==> config.mk <==
export PLATFORM = sky130hd
export DESIGN_NAME = ysyx_24080034_ifu
export DESIGN_NICKNAME = d
export VERILOG_FILES = /design/src/rtl/ysyx_24080034_ifu.sv
export SDC_FILE = /design/constraint.sdc
export NUM_CORES = 1
export LEC_CHECK = 0
export BUFFER_PORTS_ARGS = -buffer_cell sky130_fd_sc_hd__buf_2
export CORE_ASPECT_RATIO = 0.8
export CORE_MARGIN = 5
export CORE_UTILIZATION = 30
export DETAILED_ROUTE_END_ITERATION = 10
export GPL_ROUTABILITY_DRIVEN = 0
export GPL_TIMING_DRIVEN = 0
export PLACE_DENSITY_LB_ADDON = 0.3
export REMOVE_ABC_BUFFERS = 1
export SYNTH_ARGS = -nofsm -noshare
export SYNTH_HDL_FRONTEND = slang
export SYNTH_SLANG_ARGS = --single-unit
==> constraint.sdc <==
create_clock -name clk -period 6.5 [get_ports clk]
set_input_delay 1.3 -clock clk [delete_from_list [all_inputs] [get_ports clk]]
set_output_delay 1.3 -clock clk [all_outputs]
set_load 0.02 [all_outputs]
==> src/rtl/ysyx_24080034_ifu.sv <==
// Instruction fetch unit: owns the PC, issues one fetch at a time to instruction memory,
// and hands {inst, pc} to decode. Redirects from downstream cancel a stale fetch that is still in flight.
module ysyx_24080034_ifu #(
  parameter logic [31:0] RESET_PC = 32'h8000_0000,
  parameter int unsigned PC_STEP  = 4
) (
  input  logic        clk,
  input  logic        rst,
  output logic        imem_req_valid,
  input  logic        imem_req_ready,
  output logic [31:0] imem_req_addr,
  input  logic        imem_resp_valid,
  input  logic [31:0] imem_resp_data,
  output logic        inst_valid,
  input  logic        inst_ready,
  output logic [31:0] inst_data,
  output logic [31:0] inst_pc,
  input  logic        redirect_valid,
  input  logic [31:0] redirect_pc
);

  typedef enum logic [1:0] {
    S_REQ  = 2'd0,
    S_WAIT = 2'd1,
    S_OUT  = 2'd2
  } state_t;

  state_t      r_state;
  logic [31:0] r_pc;
  logic        r_drop;
  logic        r_req_valid;
  logic        r_inst_valid;
  logic [31:0] r_inst_data;
  logic [31:0] r_inst_pc;

  logic [31:0] w_redirect_pc;
  logic        w_req_fire;

  assign w_redirect_pc = {redirect_pc[31:2], 2'b00};
  assign w_req_fire    = r_req_valid && imem_req_ready;

  assign imem_req_valid = r_req_valid;
  assign imem_req_addr  = r_pc;
  assign inst_valid     = r_inst_valid;
  assign inst_data      = r_inst_data;
  assign inst_pc        = r_inst_pc;

  // req_valid is a registered copy of (state == REQ), so it stays low for the
  // first REQ cycle after reset and only a registered handshake can leave REQ.
  always_ff @(posedge clk) begin
    if (rst) begin
      r_state      <= S_REQ;
      r_pc         <= RESET_PC;
      r_drop       <= 1'b0;
      r_req_valid  <= 1'b0;
      r_inst_valid <= 1'b0;
      r_inst_data  <= '0;
      r_inst_pc    <= '0;
    end else begin
      case (r_state)
        S_REQ: begin
          if (w_req_fire) begin
            r_state     <= S_WAIT;
            r_req_valid <= 1'b0;
            if (redirect_valid) begin
              r_pc   <= w_redirect_pc;
              r_drop <= 1'b1;
            end
          end else begin
            r_req_valid <= 1'b1;
            if (redirect_valid) r_pc <= w_redirect_pc;
          end
        end
        S_WAIT: begin
          if (redirect_valid) begin
            r_pc <= w_redirect_pc;
            if (imem_resp_valid) begin
              r_drop      <= 1'b0;
              r_state     <= S_REQ;
              r_req_valid <= 1'b1;
            end else begin
              r_drop <= 1'b1;
            end
          end else if (imem_resp_valid) begin
            if (r_drop) begin
              r_drop      <= 1'b0;
              r_state     <= S_REQ;
              r_req_valid <= 1'b1;
            end else begin
              r_inst_data  <= imem_resp_data;
              r_inst_pc    <= r_pc;
              r_inst_valid <= 1'b1;
              r_state      <= S_OUT;
            end
          end
        end
        S_OUT: begin
          if (redirect_valid || inst_ready) begin
            r_pc         <= redirect_valid ? w_redirect_pc : r_pc + 32'(PC_STEP);
            r_state      <= S_REQ;
            r_inst_valid <= 1'b0;
            r_req_valid  <= 1'b1;
          end
        end
        default: begin
          r_state      <= S_REQ;
          r_req_valid  <= 1'b0;
          r_inst_valid <= 1'b0;
          r_drop       <= 1'b0;
        end
      endcase
    end
  end

endmodule

==> results.cfg <==
[outcome]
outcome = completed

[global_route]
grt_first_pass_wirelength_um = 23100
grt_max_degree = 77
grt-ovfl-total = 0
grt_pass1_vias = 4308
antenna_found_initial = 0
grt_usage_pct = 16.0

[layout]
fin_cells = 922
areaGrowthSynthToFinish_pct = 27.2
final_util_pct = 39.0
fin_nets = 804
final_layout_size_suffix_gt1_share_pct = 27.0
diodes = 0
design_area_um2 = 5850

[sta]
skew_ns = 0.00664
drv_slew = 0
setup_viol = 0
hold_violations = 0
tns_ns = 0
fmax_mhz = 323
finalCritPeriodShare_pct = 47.6
grt_setup_unrepaired = no
fin_crit_ns = 3.10
tightest_slew_ns = 0.946
worst_slew_margin_rel_pct = 36.4
whs_ns = 0.450

[route]
final_antenna_net_count = 0
vias = 4820
wl_um = 15000
drc = 0
first_pass_iters = 4
drt-vias-per-instance = 5.23
drtIter0Drc = 311
avgRoutedWirePerCell_um = 16.3

[floorplan]
core_area_um2 = 15000
die_area_um2 = 17900
placementRows = 40
die-width_um = 148
pin_count = 168
start_util_pct = 30.7
die_h_um = 121

[synthesis]
synthTopCellsByArea = dfxtp_1 (42%), nand2_1 (12%), a21oi_1 (8.8%), clkbuf_1 (3.3%), nand4_1 (2.7%)
yosysWarnings = 0
ys_dominant_reg_cell = dfxtp_1
yosysSeqAreaShare_pct = 42.2
synth_cell_types = 62
ys_top_cells_by_count = nand2_1 (150), dfxtp_1 (97), a21oi_1 (81)
netlist_instances = 597
synth.avg_cell_area_um2 = 7.71
yosys.area.top_type = dfxtp_1
synth_most_common_cell = nand2_1
ys_ff_latch = 97
synth_top_cell_area_share_pct = 42.2
syn_area_um2 = 4600
async_flop_share_pct = 0
synth-edff-count = 0

[place]
dpl_cell_area_um2 = 5570
hpwl_um = 10400
placed_cells_incl_taps = 906
port_buffers = 161

[cts]
htreeDepth = 3
ctsResizeCount = 0
cts_buffers = 9
cts.path.max_buffers = 2
clock-sinks = 97
cts_tree = done
postCtsSetupBuffers = 0
cts_hold_buffers = 0
path_clk_slew_ns = 0.07
root_buffer = clkbuf_16
clk_latency_ns = 0.35

[critical_path]
cp-end-kind = register
cp-start-kind = input port
rr_endpoint = imem_req_addr[30]$_SDFFE_PP0P_
cp_slowest_stage_delay_ns = 0.70
path_class = in -> reg
crit_fanout = 21
slowest_stage = or4_1
r2r_slack_ns = 3.79
arrival_ns = 3.35
path_cells = buf_2 > or2_2 > nand3_1 > or4_1 > o221ai_1
rr_worst_depth = 6
rr_startpoint = r_state[0]$_SDFFE_PP0P_
required_ns = 6.76

[power]
ir_drop_mv = 0.124
power-per-cell-area_nw_per_um2 = 265
p_leak_nw = 2.38

[job]
maxCapViolCount = 0

[min_path]
hp-class = reg -> reg
min_from = inst_pc[14]$_SDFFE_PP0P_
hold_end = inst_pc[14]$_SDFFE_PP0P_
hold_path_depth = 2
state kept, by name (all words and copies together), names as in the netlist:
name and cells:
inst_data 32, imem_req_addr 30, inst_pc 30, r_state 2, imem_req_valid 1, inst_valid 1, r_drop 1
worst max-delay path by stage:
stage	start	endpoint	slack (ns)	depth (start not counted)
finish	redirect_valid	imem_req_addr[30]$_SDFFE_PP0P_	3.40	5
global route	redirect_valid	imem_req_addr[30]$_SDFFE_PP0P_	3.28	5
CTS	redirect_valid	imem_req_addr[30]$_SDFFE_PP0P_	3.47	5
detailed placement	redirect_valid	imem_req_addr[30]$_SDFFE_PP0P_	3.11	5
global placement	redirect_valid	inst_data[14]$_SDFFE_PP0P_	2.05	5
floorplan	redirect_valid	imem_req_addr[28]$_SDFFE_PP0P_	3.35	4
per-stage QoR:
stage	power, W	setup slack, ns
global placement	0.00104	2.05
global route	0.00164	3.28
detailed placement	0.00105	3.11
floorplan	0.000904	3.35
finish	0.00155	3.40
CTS	0.00157	3.47
worst max-delay path, delay by kind of cell:
family | cells | cell delay (ns)
AND/OR/NAND/NOR | 3 | 1.62
AO/OA/AOI/OAI | 1 | 0.22
buffers and inverters | 1 | 0.20
routing by layer:
layer / share of wire, % / wire [µm] / track usage, %
met5: 0 / 0 / 0
met4: 0.61 / 91 / 2.77
met3: 7.7 / 1160 / 4.65
met2: 43 / 6460 / 23.9
met1: 49 / 7290 / 23.1
where the power goes:
group          total [W]  internal (W)  leakage [nW]  switching (W)
clock           0.000516      0.000263         0.132       0.000253
sequential      0.000700      0.000641         0.790      0.0000588
combinational   0.000333      0.000124          1.46       0.000208
total            0.00155       0.00103          2.38       0.000521
cells by family after synthesis:
group,Yosys count,share of synthesized area [%]
buffers and inverters,58,5.14
multiplexers,4,0.897
AND/OR/NAND/NOR,271,28.3
AO/OA/AOI/OAI,160,21.8
adder cells (fa/ha/maj),6,1.63
other,1,0.0815
flip-flops,97,42.2
area by class of cell:
cell class                 instances  area [µm²]
multi-input combinational        445        2470
fill                            1622        9160
sequential                        97        1940
timing repair buffer             166         893
tap                              189         236
inverter                           9        33.8
clock inverter                     7        55.1
clock buffer                       9         225
layout by cell type (no fill, tap or decap), drive strengths merged, types with 3 or more instances in the layout:
| master | synthesis | final |
|---|---|---|
| nor2b | 3 | 3 |
| nand2 | 150 | 150 |
| nor3b | 3 | 3 |
| inv | 9 | 10 |
| mux2i | 3 | 3 |
| o211ai | 5 | 5 |
| conb | 1 | 4 |
| and4 | 6 | 6 |
| o221ai | 3 | 3 |
| dfxtp | 97 | 97 |
| a211oi | 9 | 9 |
| or3 | 3 | 3 |
| a21oi | 81 | 81 |
| o31a | 5 | 5 |
| and3 | 7 | 7 |
| or4 | 4 | 4 |
| clkbuf | 42 | 9 |
| o32ai | 4 | 4 |
| buf | 7 | 166 |
| nor4 | 7 | 7 |
| nor2 | 21 | 21 |
| o21ai | 13 | 13 |
| nor3 | 13 | 13 |
| o22ai | 4 | 4 |
| and2 | 7 | 7 |
| nand3 | 18 | 18 |
| o311ai | 3 | 3 |
| clkinv | 0 | 4 |
| a22oi | 3 | 3 |
| a21boi | 4 | 4 |
| a311oi | 3 | 3 |
| nand4 | 21 | 21 |
| ha | 6 | 6 |
| a31oi | 8 | 8 |
Note: power is estimated with default switching activity, not from simulation.
